`src/rtl/b06_request_gen.sv`:
```
// Requester for the b06 interrupt-handler handshake: issues a burst of EQL requests,
// counts acknowledges, captures the responder code and flags ack-wait timeouts.
module b06_request_gen #(
    parameter int CNT_W   = 4,
    parameter int TO_W    = 4,
    parameter int TIMEOUT = 15,
    parameter int GAP_CYC = 2
) (
    input  logic             clock,
    input  logic             nRESET_G,
    input  logic             START,
    input  logic [CNT_W-1:0] REQ_NUM,
    input  logic             ACKOUT,
    input  logic [1:0]       USCITE_REG,
    input  logic [1:0]       CC_MUX_REG,
    output logic             EQL,
    output logic             CONT_EQL,
    output logic             BUSY,
    output logic             DONE,
    output logic             ERR,
    output logic [CNT_W-1:0] ACK_CNT,
    output logic [3:0]       LAST_CODE,
    output logic [2:0]       dbg_state
);

    // Handshake: EQL is held until ACKOUT is seen high in REQ; the next request is only
    // issued after ACKOUT has returned low and the idle gap has elapsed.
    typedef enum logic [2:0] {
        S_IDLE     = 3'd0,
        S_REQ      = 3'd1,
        S_WAIT_REL = 3'd2,
        S_GAP      = 3'd3,
        S_FIN      = 3'd4
    } state_t;

    // to_cnt counts completed wait cycles, so the timeout fires on the TIMEOUT-th EQL cycle.
    localparam logic [TO_W-1:0]  TO_LAST  = TO_W'(TIMEOUT - 1);
    localparam logic [CNT_W-1:0] GAP_LAST = CNT_W'((GAP_CYC > 0) ? (GAP_CYC - 1) : 0);
    localparam bit               NO_GAP   = (GAP_CYC == 0);

    state_t           state, state_d;
    logic [CNT_W-1:0] rem, rem_d;
    logic [TO_W-1:0]  to_cnt, to_d;
    logic [CNT_W-1:0] gap_cnt, gap_d;
    logic [CNT_W-1:0] ack_d;
    logic [3:0]       code_d;
    logic             err_d, eql_d, cont_d, busy_d, done_d;

    always_ff @(posedge clock or negedge nRESET_G) begin
        if (!nRESET_G) begin
            state     <= S_IDLE;
            rem       <= '0;
            to_cnt    <= '0;
            gap_cnt   <= '0;
            EQL       <= 1'b0;
            CONT_EQL  <= 1'b0;
            BUSY      <= 1'b0;
            DONE      <= 1'b0;
            ERR       <= 1'b0;
            ACK_CNT   <= '0;
            LAST_CODE <= '0;
        end else begin
            state     <= state_d;
            rem       <= rem_d;
            to_cnt    <= to_d;
            gap_cnt   <= gap_d;
            EQL       <= eql_d;
            CONT_EQL  <= cont_d;
            BUSY      <= busy_d;
            DONE      <= done_d;
            ERR       <= err_d;
            ACK_CNT   <= ack_d;
            LAST_CODE <= code_d;
        end
    end

    always_comb begin
        state_d = state;
        rem_d   = rem;
        to_d    = to_cnt;
        gap_d   = gap_cnt;
        err_d   = ERR;
        ack_d   = ACK_CNT;
        code_d  = LAST_CODE;
        case (state)
            S_IDLE: begin
                if (START) begin
                    rem_d   = REQ_NUM;
                    err_d   = 1'b0;
                    ack_d   = '0;
                    to_d    = '0;
                    state_d = (REQ_NUM == '0) ? S_FIN : S_REQ;
                end
            end
            S_REQ: begin
                // An ack arriving on the timeout cycle takes priority over the timeout.
                if (ACKOUT) begin
                    code_d  = {CC_MUX_REG, USCITE_REG};
                    if (ACK_CNT != '1) ack_d = ACK_CNT + CNT_W'(1);
                    rem_d   = rem - CNT_W'(1);
                    state_d = S_WAIT_REL;
                end else if (to_cnt == TO_LAST) begin
                    err_d   = 1'b1;
                    state_d = S_FIN;
                end else begin
                    to_d = to_cnt + TO_W'(1);
                end
            end
            S_WAIT_REL: begin
                if (!ACKOUT) begin
                    if (rem == '0) begin
                        state_d = S_FIN;
                    end else if (NO_GAP) begin
                        to_d    = '0;
                        state_d = S_REQ;
                    end else begin
                        gap_d   = '0;
                        state_d = S_GAP;
                    end
                end
            end
            S_GAP: begin
                if (gap_cnt == GAP_LAST) begin
                    to_d    = '0;
                    state_d = S_REQ;
                end else begin
                    gap_d = gap_cnt + CNT_W'(1);
                end
            end
            S_FIN:   state_d = S_IDLE;
            default: state_d = S_IDLE;
        endcase

        // Outputs are registered from the next state so EQL/BUSY appear one cycle after START.
        eql_d  = (state_d == S_REQ);
        cont_d = eql_d && (rem_d == CNT_W'(1));
        busy_d = (state_d != S_IDLE);
        done_d = (state == S_FIN);
    end

    assign dbg_state = state;

endmodule
```
`config.mk`:
```
export PLATFORM = sky130hd
export DESIGN_NAME = b06_request_gen
export DESIGN_NICKNAME = d
export VERILOG_FILES = /design/src/rtl/b06_request_gen.sv
export SDC_FILE = /design/constraint.sdc
export NUM_CORES = 1
export LEC_CHECK = 0
export BUFFER_PORTS_ARGS = -buffer_cell sky130_fd_sc_hd__buf_2
export CORE_UTILIZATION = 25
export DETAILED_ROUTE_END_ITERATION = 6
export PLACE_DENSITY = 0.53
export SLEW_MARGIN = 20
export SYNTH_ARGS = -nofsm -noshare
export SYNTH_HDL_FRONTEND = slang
export SYNTH_SLANG_ARGS = --single-unit
```
`constraint.sdc`:
```
create_clock -name clock -period 2.95 [get_ports clock]
set_input_delay 0.59 -clock clock [delete_from_list [all_inputs] [get_ports clock]]
set_output_delay 0.59 -clock clock [all_outputs]
set_load 0.1 [all_outputs]
```
==> reports/results.ini, run 1 <==
[route]
wl_per_cell_um=13.40
routed.top_layer=met4
drc=0
final_antenna_net_count=0
met3_length_um=156
wl_met1_um=1754
drtIter0Drc=59
vias=1257
postRouteWirelength_um=3498
drtPass1Iterations=5
wl_met2_um=1505
avgViaCountPerCell=4.816

[place]
dp_slack_ns=0.6706
port_buffers=27
dp_hpwl_um=2598
gp_congestion=0.8255
dpl.cell_count=258

[cells_and_area]
fill_cells=612
final_common_cell=dfrtp_1
final_util_pct=31.02
instances_no_fill=261
multiInputGateArea_um2=733.2
area_delta_synth_final_pct=16.57
seq_area_um2=700.7
drive_gt1_share_pct=21.16
num_antenna_cells=0
nNetsFinal=209
layout_common_cells=dfrtp_1 (28), buf_2 (27), nand2_1 (24), o21ai_0 (16), nor2_1 (15)

[setup_path]
critPathMaxStageDelay_ns=0.61
worstReg2RegStart=dbg_state[0]
r2r-end=CONT_EQL
worstSetupEndpointType=register
reg2reg_slack_ns=0.66
crit_type=reg2reg
cp_data_required_time_ns=3.14
arrival_ns=2.48
start_kind=register
worstPathMaxFanout=14
cp_slowest_cell=dfrtp_1
crit_family=simple AND/OR/NAND/NOR gates
reg2regPathDepth=5
path_cells=or3b_1, nor2_1, a211oi_1, a2111o_1, nor4_2
path_buf_inv=0

[global_route]
antenna_found_initial=0
gr-total-overflow=0
grt_max_degree=29
grt_pass1_wl_um=5982
gr-usage-all-layers_pct=12.31
grt_pass1_vias=1243

[clock_tree]
clock_latency_ns=0.28
ctsRootBufferMaster=clkbuf_8
post_cts_buffers=0
htree_levels=1
cts_made_buffers=3
path_clk_slew_ns=0.10
cts.path.max_buffers=2
holdBufCountCts=0
cts.repair.resized=0
cts.sinks=28
cts_tree=done

[timing]
hold_viol=0
period_needed_ns=2.293
worst_hold_slack_ns=0.3238
tns_ns=0
setup_slack_ns=0.6565
rsz0062_at_grt=no
timing.fmax_mhz=436.0
tightestPinTransition_ns=0.6366
drv_slew=0
relSlewSlack_pct=57.56
setup_viol=0
min_period_over_period_pct=77.75
skew_ns=0.002326

[synthesis]
syn_inst=163
yosysWarnings=0
syn_nets=181
netlist_area_um2=1510
ys_types=39
synth_edf_count=0
ys_seq_elements=28
yosysSeqAreaShare_pct=46.40
avgSynthCellArea_um2=9.265
async_flop_share_pct=100.0
synth_flop_cell=dfrtp_1

[floorplanning]
initial_core_util_pct=26.61
chipHeight_um=79.72
rows=27
core_area_um2=5675
dieWidth_um=79.72
ios=28
dieArea_um2=6355

[pwr]
p_per_area_nw_per_um2=1175
p_leak_uw=0.0008446
peakVddDrop_mv=0.4348

[worst_hold_path]
worst_hold_path_type=in2async

[run]
drv_cap=0

[outcome]
status=completed

[cell usage after synthesis, types with 3 or more instances]
master,instances,area share [%]
or3_1,3,1.2
clkbuf_1,4,0.99
nand2_1,24,6.0
nor4b_1,3,1.7
nor2_1,15,3.7
dfrtp_1,28,46
inv_1,11,2.7
nand3_1,9,3.0
o21ai_0,16,5.3
or3b_1,3,1.7
ha_1,6,5.0
nand4b_1,3,1.7
[through the flow]
step           power (µW)  instance area (µm²)
2_1_floorplan        1635                 1510
3_3_place_gp         1864                 1719
3_5_place_dp         1868                 1719
4_1_cts              2088                 1760
5_1_grt              2229                 1760
6_report             2068                 1760
[metal layers]
layer  track usage [%]  vias to the layer above
li1                  -                      633
met1             16.86                      593
met2             18.21                       25
met3             2.629                        6
met4             6.000                        0
met5                 0                        -
[worst max-delay path by stage]
stage / from / slack [ns] / endpoint / depth (start not counted)
after global routing: dbg_state[0] / 0.47 / CONT_EQL / 5
after CTS: dbg_state[0] / 0.62 / CONT_EQL / 5
final: dbg_state[0] / 0.66 / CONT_EQL / 5
after floorplan: dbg_state[2] / 0.51 / to_cnt[3] / 5
after global placement: dbg_state[0] / 0.66 / CONT_EQL / 5
after detailed placement: dbg_state[0] / 0.67 / CONT_EQL / 5
[area by class of cell]
| class | count | area share (%) |
|---|---|---|
| clock buffer | 3 | 2.345 |
| timing repair buffer | 29 | 8.529 |
| inverter | 12 | 2.559 |
| tap | 72 | 5.117 |
| sequential | 28 | 39.80 |
| multi-input combinational | 117 | 41.65 |
[report_power, final]
part / total [µW] / internal (µW) / switching [µW]
Combinational: 1180 / 301 / 882
Sequential: 670 / 518 / 152
Clock: 216 / 92.1 / 124
Total: 2070 / 911 / 1160
[worst register-to-register path, delay by kind of cell (launching register included)]
family / cells / cell delay (ns)
compound gates: 2 / 0.58
flops: 1 / 0.61
simple gates: 3 / 1.02
[flip-flops by register name, indices dropped and copies added, names as in the netlist]
| name | count |
|---|---|
| LAST_CODE | 4 |
| EQL | 1 |
| rem | 4 |
| gap_cnt | 4 |
| ACK_CNT | 4 |
| DONE | 1 |
| CONT_EQL | 1 |
| dbg_state | 3 |
| ERR | 1 |
| BUSY | 1 |
| to_cnt | 4 |
[cell families after synthesis]
family / synth area share (%)
DFF: 46.40
muxes: 0.6628
buffers and inverters: 5.053
xor gates and xnor gates: 1.160
adders and majority gates: 4.971
and+or+nand+nor: 28.75
AOI/OAI and AO/OA: 13.01
Power figures use the tool's default switching activity.
==> run 2, diff against run 1 <==
==> constraint.sdc (replaced) <==
create_clock -name clock -period 2.2 [get_ports clock]
set_input_delay 0.44 -clock clock [delete_from_list [all_inputs] [get_ports clock]]
set_output_delay 0.44 -clock clock [all_outputs]
set_load 0.1 [all_outputs]
==> run 2 against run 1 <==
Net effect:
- first-iteration DRC count decreased by 17%
- power increased by 43%
- non-clock buffer count increased by 9
- die area unchanged
- clock skew decreased by 0.00083 ns
- count of clock-buffer cells in the layout increased by 1
- register-to-register slack got worse by 0.60 ns
- maximum frequency increased by 7.1%
- routed wire length increased by 0.11%
- cell area increased by 6.0%
- largest cell class unchanged
==> reports/results.ini, run 2 (synthesis results as in run 1) <==
[global_route]
antenna_found_initial=0
met3_usage_pct=2.171
top_usage_layer=met2
gr-usage-all-layers_pct=12.54
grt_pass1_wl_um=6051
grt_max_degree=29
use_met1_pct=17.64
met2_usage_pct=18.38
grt_pass1_vias=1246
gr-total-overflow=0

[route]
postRouteWirelength_um=3502
drc=0
avgViaCountPerCell=4.708
vias=1276
wl_per_cell_um=12.92
drtPass1Iterations=4
drtIter0Drc=49
final_antenna_net_count=0

[timing]
tightestPinTransition_ns=0.6492
tns_ns=0
setup_viol=0
timing.fmax_mhz=467.1
min_period_over_period_pct=97.31
drv_slew=0
relSlewSlack_pct=56.72
rsz0062_at_grt=yes
skew_ns=0.001501
hold_viol=0
period_needed_ns=2.141

[clock_tree]
ctsRootBufferMaster=clkbuf_8
cts.sinks=28
cts_made_buffers=3
path_clk_slew_ns=0.09
clock_latency_ns=0.28
cts.path.max_buffers=2
cts_tree=done
htree_levels=1

[setup_path]
worstPathMaxFanout=4
start_kind=register
reg2reg_slack_ns=0.06
cp_data_required_time_ns=2.43
reg2regPathDepth=7
crit_type=reg2reg
path_cells=inv_2, ha_1, or3b_4, and4b_4, a2111o_1, or4_1, nand3_1
critPathMaxStageDelay_ns=0.42
cp_slowest_cell=dfrtp_1
worstSetupEndpointType=register
arrival_ns=2.37

[place]
dp_hpwl_um=2586
gp_congestion=0.8106
port_buffers=27

[pwr]
peakVddDrop_mv=0.6620
p_leak_uw=0.0008978
totalPowerFinal_uw=2959
p_per_area_nw_per_um2=1586

[cells_and_area]
seq_area_um2=709.4
fill_cells=595
nNetsFinal=218
layout_common_cells=buf_2 (27), dfrtp_1 (25), nand2_1 (24), o21ai_0 (15), nor2_1 (15)
area_delta_synth_final_pct=23.53
multiInputGateArea_um2=735.7
final_common_cell=buf_2
num_antenna_cells=0
drive_gt1_share_pct=27.64

[floorplanning]
ios=28
rows=27
dieArea_um2=6355
dieWidth_um=79.72
core_area_um2=5675
initial_core_util_pct=26.61
chipHeight_um=79.72

[run]
drv_cap=0

[outcome]
status=completed

[worst_hold_path]
worst_hold_path_type=in2async

==> run 2: cell types whose count changed in the layout (fill, tap and decap cells not counted), sizes merged <==
| cell | previous run | this run |
|---|---|---|
| clkbuf | 3 | 4 |
| buf | 29 | 38 |
==> run 2: worst max-delay path: cells and delay by family, from the launching register on <==
kind	cells	cell delay, ns
AND/OR/NAND/NOR	4	1.11
adder cells (fa/ha/maj)	1	0.13
flip-flops	1	0.42
buffers and inverters	1	0.07
AO/OA/AOI/OAI	1	0.36
==> run 2: worst paths after layout <==
check	end	from
worst min register to register	LAST_CODE[3]	LAST_CODE[3]
worst max-delay path	to_cnt[3]	gap_cnt[1]
min in group clock	LAST_CODE[3]	CC_MUX_REG[1]
max in group asynchronous	dbg_state[0]	nRESET_G
worst max register to register	to_cnt[3]	gap_cnt[1]
worst min-delay path	to_cnt[1]	nRESET_G
==> run 2: final cells by class <==
cell class | count | share of cell area [%]
sequential | 28 | 38.03
multi-input combinational | 117 | 39.44
clock buffer | 4 | 2.951
inverter | 12 | 2.414
tap | 72 | 4.829
timing repair buffer | 38 | 12.34
==> run 2: metrics by stage <==
| stage | hold WS, ns | std cells | setup WS, ns | cell area (µm²) | util (%) |
|---|---|---|---|---|---|
| after floorplan | 0.1444 | 163 | 0.009146 | 1519 | - |
| after global placement | 0.4548 | 266 | 0.1527 | 1800 | 31.72 |
| after detailed placement | 0.4611 | 266 | 0.1061 | 1800 | 31.72 |
| after CTS | 0.1926 | 270 | 0.07686 | 1856 | 32.69 |
| after global routing | 0.2223 | 271 | -0.03675 | 1866 | 32.87 |
| final | 0.1710 | 271 | 0.05924 | 1866 | 32.87 |
==> run 2: report_power, final <==
group	switching, µW	internal (µW)
clock network	168	161
logic	1250	514
registers	155	709
total	1580	1380
==> run 2: repair_timing <==
item	CTS	global route
endpoints found under the setup margin	0	2
gates resized for setup	0	3
buffers inserted	0	1
hold buffers	0	0
==> run 2: routing by layer <==
layer	vias up	wire length [µm]
met4	0	81
met5	-	0
met3	7	140
met2	23	1513
li1	652	-
met1	594	1766
